**src/rtl/rifl_rx_flow_ctrl.sv**
```systemverilog
// rifl_rx_flow_ctrl: receive-side flow and go-back-N retransmission control
// for the RIFL lane, frame clock domain.
//   - Gates rx user buffer writes to in-sequence, CRC-good frames.
//   - Issues a retransmission request on the first rejected frame and
//     re-issues it every RETRANS_TIMEOUT cycles until the frame arrives.
//   - Drives pause_req from buffer occupancy with hysteresis.
// Optional feature macro: RIFL_RX_FLOW_CTRL_ERR_CNT_EN
//   defined   -> err_cnt counts rejected frames (saturating at 16'hFFFF)
//   undefined -> err_cnt tied to 16'h0

module rifl_rx_flow_ctrl #(
   parameter int unsigned FRAME_ID_WIDTH  = 8,
   parameter int unsigned BUFFER_DEPTH    = 1 << (FRAME_ID_WIDTH + 1),
   parameter int unsigned PAUSE_ON_VAL    = 2 * BUFFER_DEPTH / 3,
   parameter int unsigned PAUSE_OFF_VAL   = BUFFER_DEPTH / 3,
   parameter int unsigned RETRANS_TIMEOUT = 1024
) (
   input  logic                          clk,
   input  logic                          rst,
   input  logic                          rx_up,
   input  logic                          frame_vld,
   input  logic                          frame_crc_good,
   input  logic [FRAME_ID_WIDTH-1:0]     frame_id,
   output logic                          frame_accept,
   input  logic [$clog2(BUFFER_DEPTH):0] fifo_cnt,
   output logic                          pause_req,
   output logic                          retrans_req,
   output logic [FRAME_ID_WIDTH-1:0]     retrans_id,
   output logic [FRAME_ID_WIDTH-1:0]     expected_id,
   output logic [15:0]                   err_cnt
);

   localparam int unsigned CNT_W   = $clog2(BUFFER_DEPTH) + 1;
   localparam int unsigned TIMER_W = $clog2(RETRANS_TIMEOUT);

   localparam logic [1:0] IDLE         = 2'd0;
   localparam logic [1:0] RUN          = 2'd1;
   localparam logic [1:0] RETRANS_WAIT = 2'd2;

   localparam logic [TIMER_W-1:0]        TIMER_RELOAD = TIMER_W'(RETRANS_TIMEOUT - 1);
   localparam logic [CNT_W-1:0]          PAUSE_ON     = CNT_W'(PAUSE_ON_VAL);
   localparam logic [CNT_W-1:0]          PAUSE_OFF    = CNT_W'(PAUSE_OFF_VAL);
   localparam logic [FRAME_ID_WIDTH-1:0] ID_ONE       = FRAME_ID_WIDTH'(1);

   logic [1:0]                state;
   logic [1:0]                state_nxt;
   logic [TIMER_W-1:0]        timer;
   logic [TIMER_W-1:0]        timer_nxt;
   logic [FRAME_ID_WIDTH-1:0] expected_id_nxt;
   logic [FRAME_ID_WIDTH-1:0] retrans_id_nxt;
   logic                      retrans_req_nxt;
   logic                      pause_req_nxt;
   logic                      linked;
   logic                      in_seq;

   // Link is usable only once out of IDLE and while rx_up is still high
   assign linked = rx_up & (state != IDLE);

   // A frame is in-sequence when valid, CRC-good and carrying the expected ID
   assign in_seq = frame_vld & frame_crc_good & (frame_id == expected_id);

   // Buffer write enable: same cycle as frame_vld
   assign frame_accept = linked & in_seq;

   // State and registered outputs
   always_ff @(posedge clk or posedge rst) begin
      if (rst) begin
         state       <= IDLE;
         timer       <= '0;
         expected_id <= '0;
         retrans_id  <= '0;
         retrans_req <= 1'b0;
         pause_req   <= 1'b0;
      end else begin
         state       <= state_nxt;
         timer       <= timer_nxt;
         expected_id <= expected_id_nxt;
         retrans_id  <= retrans_id_nxt;
         retrans_req <= retrans_req_nxt;
         pause_req   <= pause_req_nxt;
      end
   end

   // Next-state, sequence tracking, retransmission timer and pause hysteresis
   always_comb begin
      state_nxt       = state;
      timer_nxt       = timer;
      expected_id_nxt = expected_id;
      retrans_id_nxt  = retrans_id;
      retrans_req_nxt = 1'b0;
      pause_req_nxt   = pause_req;

      if (!rx_up) begin
         // Link loss overrides everything, including a coincident frame
         state_nxt       = IDLE;
         timer_nxt       = '0;
         expected_id_nxt = '0;
         retrans_id_nxt  = '0;
         pause_req_nxt   = 1'b0;
      end else begin
         case (state)
            IDLE: begin
               state_nxt       = RUN;
               timer_nxt       = '0;
               expected_id_nxt = '0;
               pause_req_nxt   = 1'b0;
            end

            RUN: begin
               if (in_seq) begin
                  expected_id_nxt = expected_id + ID_ONE;
               end else if (frame_vld) begin
                  // First rejected frame: request resend from the expected ID
                  state_nxt       = RETRANS_WAIT;
                  retrans_req_nxt = 1'b1;
                  retrans_id_nxt  = expected_id;
                  timer_nxt       = TIMER_RELOAD;
               end
            end

            RETRANS_WAIT: begin
               if (in_seq) begin
                  // Resent frame arrived; an expiring timer is ignored
                  state_nxt       = RUN;
                  expected_id_nxt = expected_id + ID_ONE;
                  timer_nxt       = '0;
               end else if (timer == '0) begin
                  retrans_req_nxt = 1'b1;
                  retrans_id_nxt  = expected_id;
                  timer_nxt       = TIMER_RELOAD;
               end else begin
                  timer_nxt = timer - TIMER_W'(1);
               end
            end

            default: begin
               state_nxt       = IDLE;
               timer_nxt       = '0;
               expected_id_nxt = '0;
               pause_req_nxt   = 1'b0;
            end
         endcase

         // Hysteresis: between the thresholds the previous request holds
         if (state != IDLE) begin
            if (fifo_cnt >= PAUSE_ON) begin
               pause_req_nxt = 1'b1;
            end else if (fifo_cnt <= PAUSE_OFF) begin
               pause_req_nxt = 1'b0;
            end
         end
      end
   end

`ifdef RIFL_RX_FLOW_CTRL_ERR_CNT_EN
   logic reject;

   // Any frame presented on a live link but not written is an error
   assign reject = linked & frame_vld & ~frame_accept;

   // Saturating rejected-frame counter, cleared only by reset
   always_ff @(posedge clk or posedge rst) begin
      if (rst) begin
         err_cnt <= 16'h0;
      end else if (reject && (err_cnt != 16'hFFFF)) begin
         err_cnt <= err_cnt + 16'd1;
      end
   end
`else
   assign err_cnt = 16'h0;
`endif

endmodule

```
**config.mk**
```make
export PLATFORM = sky130hd
export DESIGN_NAME = rifl_rx_flow_ctrl
export DESIGN_NICKNAME = d
export VERILOG_FILES = /design/src/rtl/rifl_rx_flow_ctrl.sv
export SDC_FILE = /design/constraint.sdc
export NUM_CORES = 1
export LEC_CHECK = 0
export BUFFER_PORTS_ARGS = -buffer_cell sky130_fd_sc_hd__buf_2
export CORE_ASPECT_RATIO = 0.9
export CORE_MARGIN = 2
export CORE_UTILIZATION = 45
export DETAILED_ROUTE_END_ITERATION = 10
export PLACE_DENSITY = 0.71
export SETUP_SLACK_MARGIN = 0.5
export SYNTH_ARGS = -nofsm -noshare
export SYNTH_HDL_FRONTEND = slang
export SYNTH_SLANG_ARGS = --single-unit
```
**constraint.sdc**
```tcl
create_clock -name clk -period 2.6 [get_ports clk]
set_input_delay 0.52 -clock clk [delete_from_list [all_inputs] [get_ports clk]]
set_output_delay 0.52 -clock clk [all_outputs]
set_load 0.05 [all_outputs]
```
=== Word-level counts from Yosys, hierarchy flattened ===
Cells that the tools add are included.

* Bits in registers: 30
* Bits of input ports: 23
* Output and inout bits: 35
* Word-level logic and storage cells: 62

* $add $sub $neg: 2
* Order comparisons: 2
* Equality and inequality tests: 10
* Muxes and demuxes: 31
* Bitwise gates (word level): 4
* Reductions and logical operators: 7

{| class="wikitable"
|+ Operator list
! kind !! count
|-
| 8-bit 2-to-1 mux || 8
|-
| 10-bit 2-to-1 mux || 5
|-
| 10-bit case mux with 2 select lines || 1
|-
| 8-bit case mux with 2 select lines || 1
|-
| 3-bit inequality test (second input constant) || 5
|-
| 10-bit by 9-bit greater-or-equal comparator with 1-bit output (second input constant) || 1
|-
| 10-bit by 8-bit less-or-equal comparator with 1-bit output (second input constant) || 1
|-
| 10-bit zero test || 1
|-
| 1-bit 2-to-1 mux || 10
|-
| 10-bit by 1-bit subtractor with 10-bit output (second input constant) || 1
|-
| 8-bit by 1-bit adder with 8-bit output (second input constant) || 1
|-
| 8-bit == test || 1
|-
| 2-bit 2-to-1 mux || 4
|-
| 2-bit case mux with 3 select lines || 1
|-
| 5-bit AND reduction || 1
|-
| 1-bit bitwise AND || 4
|-
| 3-bit by 1-bit inequality test with 1-bit output (second input constant) || 1
|-
| 3-bit by 2-bit inequality test with 1-bit output (second input constant) || 1
|-
| 3-bit AND reduction || 1
|-
| 2-bit by 1-bit == test with 1-bit output (second input constant) || 1
|-
| 2-bit == test (second input constant) || 1
|-
| 2-bit zero test || 1
|-
| 1-bit case mux with 2 select lines || 1
|-
| 2-bit AND reduction || 1
|-
| 2 further kinds || 2
|}

=== Logic depth before layout (Yosys ltp) ===
Gate-level depths: netlist (run 1).

* Depth in word-level cells: 7
* Mapped depth: 7
* Gate-level depth less buffers: 7

=== Worst setup path before layout (run 1) ===
Ideal clock, no wire load.

* Kind: register to output
* Start: register expected_id[2]
* End: output port frame_accept
* Arrival time: 2.367 ns
* Required time: 2.080 ns
* Setup slack: -0.287 ns
* Stages on the path, launching flop included: 6
* Path buffers: 1
* Path through: dfrtp_1 > buf_2 > xor2_1 > nor4_1 > nand4_1 > nor2_1

* Cells in the longest elaborated chain, start to end: 3

{| class="wikitable"
|+ RTL lines
! what !! line !! text
|-
| start, declared || 29 || <nowiki>output logic [FRAME_ID_WIDTH-1:0] expected_id,</nowiki>
|-
| start signal, assigned || 77 || <nowiki>expected_id <= expected_id_nxt;</nowiki>
|-
| 8-bit == test || 60 || <nowiki>assign in_seq = frame_vld & frame_crc_good & (frame_id == expected_id);</nowiki>
|-
| 1-bit bitwise AND || 60 ||
|-
| 1-bit bitwise AND || 63 || <nowiki>assign frame_accept = linked & in_seq;</nowiki>
|-
| end, declared || 24 || <nowiki>output logic frame_accept,</nowiki>
|}

Every way passes these cells.

=== Worst setup path after layout (run 1) ===
* Start: register expected_id[3]
* End: output port frame_accept

The elaborated chain is that of the path after synthesis.

==> results of run 1 <==
[placed cells by master, fill, tap and decap left out, types with 4 or more instances in the layout]
cell / count
buf_2: 40
nand2_1: 24
dfrtp_1: 24
inv_1: 22
buf_4: 21
conb_1: 16
nor2_1: 11
xor2_1: 8
mux2i_1: 7
dfrtp_2: 6
a211o_1: 5
nor3_1: 5
o21ai_0: 5
ha_1: 5
clkbuf_8: 5
nand4_1: 4
a21oi_1: 4
[power breakdown]
part / internal, mW / leakage [nW] / switching, mW
Clock: 0.282 / 0.0579 / 0.186
Combinational: 0.442 / 0.837 / 0.648
Sequential: 0.534 / 0.404 / 0.0792
[path summary, 6_finish.rpt]
path	end	cells past startpoint
setup / recovery	frame_accept	6
hold / removal	retrans_id[7]$_DFFE_PP0P_	2
hold reg to reg	retrans_id[6]$_DFFE_PP0P_	2
min in group clk	retrans_id[6]$_DFFE_PP0P_	2
setup reg to reg	expected_id[7]$_DFFE_PP0P_	6
max in group asynchronous	expected_id[1]$_DFFE_PP0P_	3
[cells by family after synthesis]
family,count (synthesis),synth area share
xor gates and xnor gates,11,0.0475
adders and majority gates,6,0.0370
AOI/OAI and AO/OA,51,0.184
muxes,9,0.0450
DFF,30,0.370
and+or+nand+nor,79,0.204
other,1,0.00185
buffers and inverters,43,0.110
[layer usage]
layer / part of all wire / global-route usage / up-vias
met1: 0.48 / 0.299 / 934
met2: 0.45 / 0.333 / 74
met4: 0.018 / 0.0848 / 0
met3: 0.049 / 0.0328 / 10
li1: - / - / 917
met5: 0 / 0 / -
[sequential cells by signal, indices dropped and copies added, names as in the netlist]
| name | count |
|---|---|
| pause_req | 1 |
| timer | 10 |
| state | 2 |
| expected_id | 8 |
| retrans_id | 8 |
| retrans_req | 1 |
[metrics by stage]
stage	area, µm²	setup WS, ns
after global placement	2360	0.212
after global routing	2620	0.186
after CTS	2590	0.269
after detailed placement	2360	0.215
final	2620	0.266
after floorplan	2150	0.350
[what timing repair did]
item                                    4_1_cts  5_1_grt
hold endpoints to repair                      0        0
buffers inserted                             12        0
endpoints found under the setup margin       16       22
gates resized for setup                       4        7
pin swaps                                     6        1
[synthesized netlist by cell type, drive strengths merged, types with 5 or more instances]
| master | count | area share |
|---|---|---|
| dfrtp | 30 | 0.37 |
| nand2 | 24 | 0.044 |
| inv | 22 | 0.041 |
| buf | 17 | 0.062 |
| nor2 | 12 | 0.022 |
| xor2 | 9 | 0.039 |
| mux2i | 8 | 0.039 |
| nor3 | 7 | 0.020 |
| a21oi | 6 | 0.015 |
| ha | 6 | 0.037 |
| o21ai | 6 | 0.017 |
| a211o | 5 | 0.022 |
[area by class of cell]
type	count	area [µm²]	area share
flip-flops and latches	30	758	0.289
well taps	62	77.6	0.0296
clock inverters	3	40.0	0.0153
repair buffers	63	389	0.148
inverters	22	82.6	0.0315
multi-input cells	172	1200	0.460
clock buffers	5	68.8	0.0263
==> impl_metrics.json, run 1 <==
{
  "dp_hpwl_um": 3820,
  "rsz0062_at_grt": "yes",
  "cp_cell_sequence": "xor2_1, nor4_2, buf_4, nand4_1, nor2_4, buf_6",
  "whs_ns": 0.120,
  "n_fill_cell": 396,
  "cts-root-buf": "clkbuf_8",
  "drtAntennaViolNets": 0,
  "fin_tns_setup_ns": 0,
  "drc": 0,
  "vias_per_cell": 5.42,
  "worstSetupPathType": "reg2out",
  "arrival_ns": 1.81,
  "yosysWarnings": 0,
  "synth-edff-count": 0,
  "grt_antenna_before_repair": 0,
  "finalMaxSlewViolations": 0,
  "cts_buffers": 5,
  "critPathRequiredTime_ns": 2.08,
  "power_leakage_nw": 1.30,
  "cts_max_path_buffers": 2,
  "placed_cells": 337,
  "wirelength_um": 5280,
  "setup_viol": 0,
  "synth.distinct_cells": 48,
  "outcome": "finished, final reports clean",
  "overflow": 0,
  "diodes": 0,
  "p_total_mw": 2.17,
  "fin_crit_sh": 0.898,
  "peakVddDrop_mv": 0.492,
  "initialDrtViolationCount": 122,
  "synthArstFlopShare": 1.00,
  "critPathBufInv": 2,
  "fin_skew_ns": 0.00405,
  "track_usage": 0.214,
  "start_util": 0.461,
  "worstPathMaxFanout": 2,
  "min_period_ns": 2.33,
  "grt_pass1_wl_um": 8030,
  "synth.avg_cell_area_um2": 8.82,
  "tritoncts": "done",
  "core_area_um2": 4400,
  "synthFlopType": "dfrtp_1",
  "rrSetupSlack_ns": 0.42,
  "cts_hold_buffers": 0,
  "grt_max_degree": 26,
  "port_buffers": 41,
  "vias": 1935,
  "cp-startpoint": "expected_id[3]$_DFFE_PP0P_",
  "first_pass_iters": 4,
  "ioPinCount": 58,
  "critPathLaunchType": "flip-flop",
  "netlist_area_um2": 2030,
  "clk_pin_slew_ns": 0.07,
  "hp-class": "in2async",
  "synth_cells": 230,
  "drive_gt1_frac": 0.342,
  "die-area_um2": 5060,
  "cts.sinks": 30,
  "wire_per_inst_um": 14.8,
  "critPathMaxStageDelay_ns": 0.41,
  "cp_slowest_cell": "dfrtp_2",
  "max_freq_mhz": 429,
  "htreeDepth": 2,
  "die_y_um": 67.7,
  "fin_util": 0.595,
  "fin_nets": 323,
  "powerDensity_nw_per_um2": 828,
  "clk_latency_ns": 0.29,
  "critical-path-top-delay-family": "simple AND/OR/NAND/NOR gates",
  "area_growth_pct": 29.2,
  "synth_seq_cells": 30,
  "gp_congestion": 0.885,
  "cp-end-kind": "output pin",
  "stdcell_count": 357,
  "rr_startpoint": "expected_id[2]$_DFFE_PP0P_",
  "rows": 23,
  "maxCapViolCount": 0,
  "die_w_um": 74.8,
  "hold_viol_final": 0,
  "grt_pass1_vias": 1735,
  "yosysSeqAreaShare": 0.370
}
No activity file was read; power rests on OpenSTA's default activity.
==> inputs of run 2 (changes only) <==
--- a/config.mk
+++ b/config.mk
@@ -10,6 +10,7 @@
 export CORE_MARGIN = 2
 export CORE_UTILIZATION = 45
 export DETAILED_ROUTE_END_ITERATION = 10
+export MAX_ROUTING_LAYER = met4
 export PLACE_DENSITY = 0.71
 export SETUP_SLACK_MARGIN = 0.5
 export SYNTH_ARGS = -nofsm -noshare
==> impl_metrics.json, run 2 (synthesized netlist as in run 1, its figures left out) <==
{
  "p_total_mw": 2.17,
  "fin_crit_sh": 0.899,
  "arrival_ns": 1.82,
  "final_common_cell": "buf_2",
  "n_fill_cell": 396,
  "htreeDepth": 2,
  "power_leakage_nw": 1.30,
  "seq_area_um2": 758,
  "powerDensity_nw_per_um2": 829,
  "fin_tns_setup_ns": 0,
  "clk_latency_ns": 0.29,
  "hp-class": "in2async",
  "min_period_ns": 2.34,
  "p_sw_uw": 916,
  "first_pass_iters": 4,
  "vias": 1941,
  "worstPathMaxFanout": 2,
  "maxCapViolCount": 0,
  "fin_skew_ns": 0.00420,
  "core_area_um2": 4400,
  "dp_hpwl_um": 3820,
  "rsz0062_at_grt": "yes",
  "fin_nets": 323,
  "diodes": 0,
  "multiInputGateArea_um2": 1200,
  "fin_util": 0.595,
  "worstSetupPathType": "reg2out",
  "critPathLaunchType": "flip-flop",
  "clkPwrFrac": 0.215,
  "wire_per_inst_um": 14.9,
  "stdcell_count": 357,
  "critPathRequiredTime_ns": 2.08,
  "pwr-share-comb": 0.503,
  "cp_slowest_cell": "dfrtp_2",
  "area_growth_pct": 29.2,
  "cp-end-kind": "output pin",
  "critical-path-top-delay-family": "simple AND/OR/NAND/NOR gates",
  "largest_register_ffs": 10,
  "critPathBufInv": 2,
  "vias_per_cell": 5.44,
  "drtAntennaViolNets": 0,
  "peakVddDrop_mv": 0.494,
  "grt_pass1_vias": 1734,
  "finalMaxSlewViolations": 0,
  "cts_max_path_buffers": 2,
  "worst_pin_slew_ns": 0.498,
  "drive_gt1_frac": 0.342,
  "grt_pass1_wl_um": 8050,
  "outcome": "finished, final reports clean",
  "clk_pin_slew_ns": 0.07,
  "seq_power_share": 0.282,
  "drc": 0,
  "regMostFlops": "timer",
  "track_usage": 0.221,
  "reg_top3": "timer x10, expected_id x8, retrans_id x8",
  "die-area_um2": 5060,
  "critPathMaxStageDelay_ns": 0.41,
  "placed_cells": 337,
  "cp_cell_sequence": "xor2_1, nor4_2, buf_4, nand4_1, nor2_4, buf_6",
  "tritoncts": "done",
  "wirelength_um": 5320,
  "grt_antenna_before_repair": 0,
  "cts_buffers": 5,
  "cts.sinks": 30,
  "grt_max_degree": 26,
  "initialDrtViolationCount": 134,
  "hold_viol_final": 0,
  "internal_power_mw": 1.26,
  "gp_congestion": 0.900,
  "slew_headroom": 0.667,
  "rows": 23,
  "port_buffers": 41,
  "setup_viol": 0,
  "die_w_um": 74.8,
  "overflow": 0,
  "cts-root-buf": "clkbuf_8",
  "final_cell_mix": "buf_2 (40), nand2_1 (24), dfrtp_1 (24)",
  "start_util": 0.461,
  "die_y_um": 67.7,
  "p_sw_frac": 0.422,
  "ioPinCount": 58,
  "max_freq_mhz": 428
}
==> run 2: cell counts in the layout (fill, tap and decap cells not counted) <==
No cell type changed its count.
==> run 2: worst paths after layout <==
path	slack (ns)	startpoint	to	depth (start not counted)
min	0.12	rst	retrans_id[7]$_DFFE_PP0P_	2
max	0.26	expected_id[3]$_DFFE_PP0P_	frame_accept	6
max reg2reg	0.43	state[0]$_DFFE_PP0P_	timer[7]$_DFFE_PP0P_	7
max in group asynchronous	1.88	rst	expected_id[3]$_DFFE_PP0P_	3
min reg2reg	0.52	retrans_id[6]$_DFFE_PP0P_	retrans_id[6]$_DFFE_PP0P_	2
min in group clk	0.52	retrans_id[6]$_DFFE_PP0P_	retrans_id[6]$_DFFE_PP0P_	2
==> run 2: what timing repair did <==
item,CTS,global route
hold buffers,0,0
gates resized for setup,4,7
setup endpoints to repair,16,22
pin swaps,6,1
setup buffers,12,0
endpoints found under the hold margin,0,0
==> run 2: cell type report <==
class | instances | share of cell area
Multi-Input combinational cell | 172 | 0.460
Sequential cell | 30 | 0.289
Clock inverter | 3 | 0.0153
Tap cell | 62 | 0.0296
Clock buffer | 5 | 0.0263
Timing Repair Buffer | 63 | 0.148
Inverter | 22 | 0.0315
==> run 2: per-stage QoR <==
| step | worst slack [ns] | hold slack [ns] | cell area (µm²) |
|---|---|---|---|
| 2_1_floorplan | 0.350 | 0.495 | 2150 |
| 3_3_place_gp | 0.212 | 0.429 | 2360 |
| 3_5_place_dp | 0.215 | 0.432 | 2360 |
| 4_1_cts | 0.269 | 0.128 | 2590 |
| 5_1_grt | 0.186 | 0.131 | 2620 |
| 6_report | 0.264 | 0.120 | 2620 |
==> run 2: worst reg2reg max path, delay by kind of cell (launching register included) <==
| family | cells | cell delay (ns) |
|---|---|---|
| fa+ha+maj | 1 | 0.36 |
| flops | 1 | 0.41 |
| buf+inv | 1 | 0.08 |
| compound gates | 3 | 0.55 |
| simple gates | 2 | 0.65 |
==> run 2: power by group through the flow <==
| stage | Sequential (mW) | Clock, mW | Combinational (mW) |
|---|---|---|---|
| 3_5_place_dp | 0.612 | 0 | 0.990 |
| 2_1_floorplan | 0.622 | 0 | 0.720 |
| 4_1_cts | 0.607 | 0.478 | 1.04 |
| 6_report | 0.613 | 0.467 | 1.09 |
| 5_1_grt | 0.623 | 0.501 | 1.21 |
| 3_3_place_gp | 0.611 | 0 | 0.970 |
==> run 2: metal layers <==
layer  vias to the layer above  wire, µm  track usage
met2                        86      2390        0.332
met1                       929      2540        0.301
met3                        10       290       0.0328
met5                         -         0            -
li1                        916         -            -
met4                         0        93       0.0848
==> inputs of run 3 (changes only) <==
--- a/config.mk
+++ b/config.mk
@@ -10,9 +10,11 @@
 export CORE_MARGIN = 2
 export CORE_UTILIZATION = 45
 export DETAILED_ROUTE_END_ITERATION = 10
+export GPL_ROUTABILITY_DRIVEN = 0
 export MAX_ROUTING_LAYER = met4
-export PLACE_DENSITY = 0.71
+export PLACE_DENSITY = 0.67
 export SETUP_SLACK_MARGIN = 0.5
+export SLEW_MARGIN = 20
 export SYNTH_ARGS = -nofsm -noshare
 export SYNTH_HDL_FRONTEND = slang
 export SYNTH_SLANG_ARGS = --single-unit
==> impl_metrics.json, run 3 (synthesized netlist as in run 1, its figures left out) <==
{
  "outcome": "finished, final reports clean",
  "initialDrtViolationCount": 163,
  "vias_per_cell": 5.21,
  "drtAntennaViolNets": 0,
  "first_pass_iters": 4,
  "cts_hold_buffers": 0,
  "clk_latency_ns": 0.29,
  "ioPinCount": 58,
  "rows": 23,
  "track_usage": 0.221,
  "worstSetupPathType": "reg2out",
  "fin_crit_sh": 0.881,
  "rsz0062_at_grt": "yes",
  "wire_per_inst_um": 14.9,
  "cp_slowest_cell": "dfrtp_2",
  "htreeDepth": 2,
  "worstPathMaxFanout": 2,
  "reg_top3": "timer x10, expected_id x8, retrans_id x8",
  "cts.sinks": 30,
  "clk_pin_slew_ns": 0.07,
  "cts_max_path_buffers": 2,
  "cp-startpoint": "expected_id[2]$_DFFE_PP0P_",
  "vias": 1859,
  "port_buffers": 41,
  "grt_antenna_before_repair": 0,
  "regMostFlops": "timer",
  "hold_viol_final": 0,
  "area_growth_pct": 33.4,
  "fin_tns_setup_ns": 0,
  "dp_hpwl_um": 3660,
  "core_area_um2": 4400,
  "fin_nets": 323,
  "grt_pass1_wl_um": 8140,
  "final_cell_mix": "buf_2 (40), nand2_1 (24), dfrtp_1 (24)",
  "tritoncts": "done",
  "finalMaxSlewViolations": 0,
  "drive_gt1_frac": 0.356,
  "overflow": 0,
  "diodes": 0,
  "critPathRequiredTime_ns": 2.08,
  "cp-end-kind": "output pin",
  "rr_startpoint": "expected_id[7]$_DFFE_PP0P_",
  "cts-root-buf": "clkbuf_8",
  "grt_max_degree": 23,
  "critPathLaunchType": "flip-flop",
  "fin_util": 0.615,
  "die-area_um2": 5060,
  "start_util": 0.461,
  "die_y_um": 67.7,
  "min_period_ns": 2.29,
  "slew_headroom": 0.423,
  "die_w_um": 74.8,
  "cts_buffers": 5,
  "arrival_ns": 1.77,
  "power_leakage_nw": 1.32,
  "wirelength_um": 5320,
  "powerDensity_nw_per_um2": 856,
  "peakVddDrop_mv": 0.601,
  "cp_cell_sequence": "xor2_4, nor4_4, nand4_1, nor2_4, buf_6",
  "hp-class": "in2async",
  "setup_viol": 0,
  "maxCapViolCount": 0,
  "largest_register_ffs": 10,
  "grt_pass1_vias": 1698,
  "drc": 0,
  "fin_skew_ns": 0.0112,
  "max_freq_mhz": 437,
  "final_common_cell": "buf_2",
  "worst_pin_slew_ns": 0.864,
  "critPathMaxStageDelay_ns": 0.44
}
run 3: power by group:
group	total (mW)	switching, mW	internal, mW
Combinational	1.11	0.664	0.450
Sequential	0.612	0.0777	0.534
Clock	0.591	0.182	0.409
Total	2.32	0.924	1.39
run 3: through the flow:
step	instance area, µm²	setup WS (ns)	hold slack [ns]	total power [mW]	std cells
final	2710	0.310	0.402	2.32	357
after global routing	2710	0.236	0.500	2.46	357
after CTS	2620	0.315	0.429	2.24	353
after detailed placement	2350	0.0364	0.505	1.59	336
after global placement	2350	0.0655	0.501	1.58	336
after floorplan	2150	0.350	0.495	1.34	245
run 3: timing repair:
| item | 4_1_cts | 5_1_grt |
|---|---|---|
| setup buffers | 9 | 4 |
| setup endpoints to repair | 17 | 22 |
| gates resized for setup | 8 | 12 |
| pin swaps | 7 | 4 |
run 3: final timing paths:
path                            slack, ns  cells after the start                          to
worst min register to register       0.51                      2   retrans_id[1]$_DFFE_PP0P_
max in group asynchronous            1.52                      3        timer[8]$_DFFE_PP0P_
min in group clk                     0.51                      2   retrans_id[1]$_DFFE_PP0P_
worst min-delay path                 0.40                      2   retrans_id[0]$_DFFE_PP0P_
worst max register to register       0.42                      5  expected_id[7]$_DFFE_PP0P_
worst max-delay path                 0.31                      5                frame_accept
run 3: critical path: cells and delay by family (launching register included):
| kind | cells | cell delay [ns] |
|---|---|---|
| and+or+nand+nor | 3 | 0.71 |
| DFF | 1 | 0.44 |
| xor gates and xnor gates | 1 | 0.18 |
| buffers and inverters | 1 | 0.16 |
run 3: metal layers:
metal,share of wire,global-route usage,vias up
met5,0,-,-
met4,0.011,0.0536,0
met3,0.045,0.0358,6
met2,0.46,0.332,58
met1,0.49,0.311,874
li1,-,-,921
run 3: final cells by class:
class	instances	area, µm²
Fill cell	403	1700
Multi-Input combinational cell	172	1250
Sequential cell	30	758
Timing Repair Buffer	63	397
Clock buffer	6	82.6
Inverter	22	82.6
Tap cell	62	77.6
Clock inverter	2	60.1
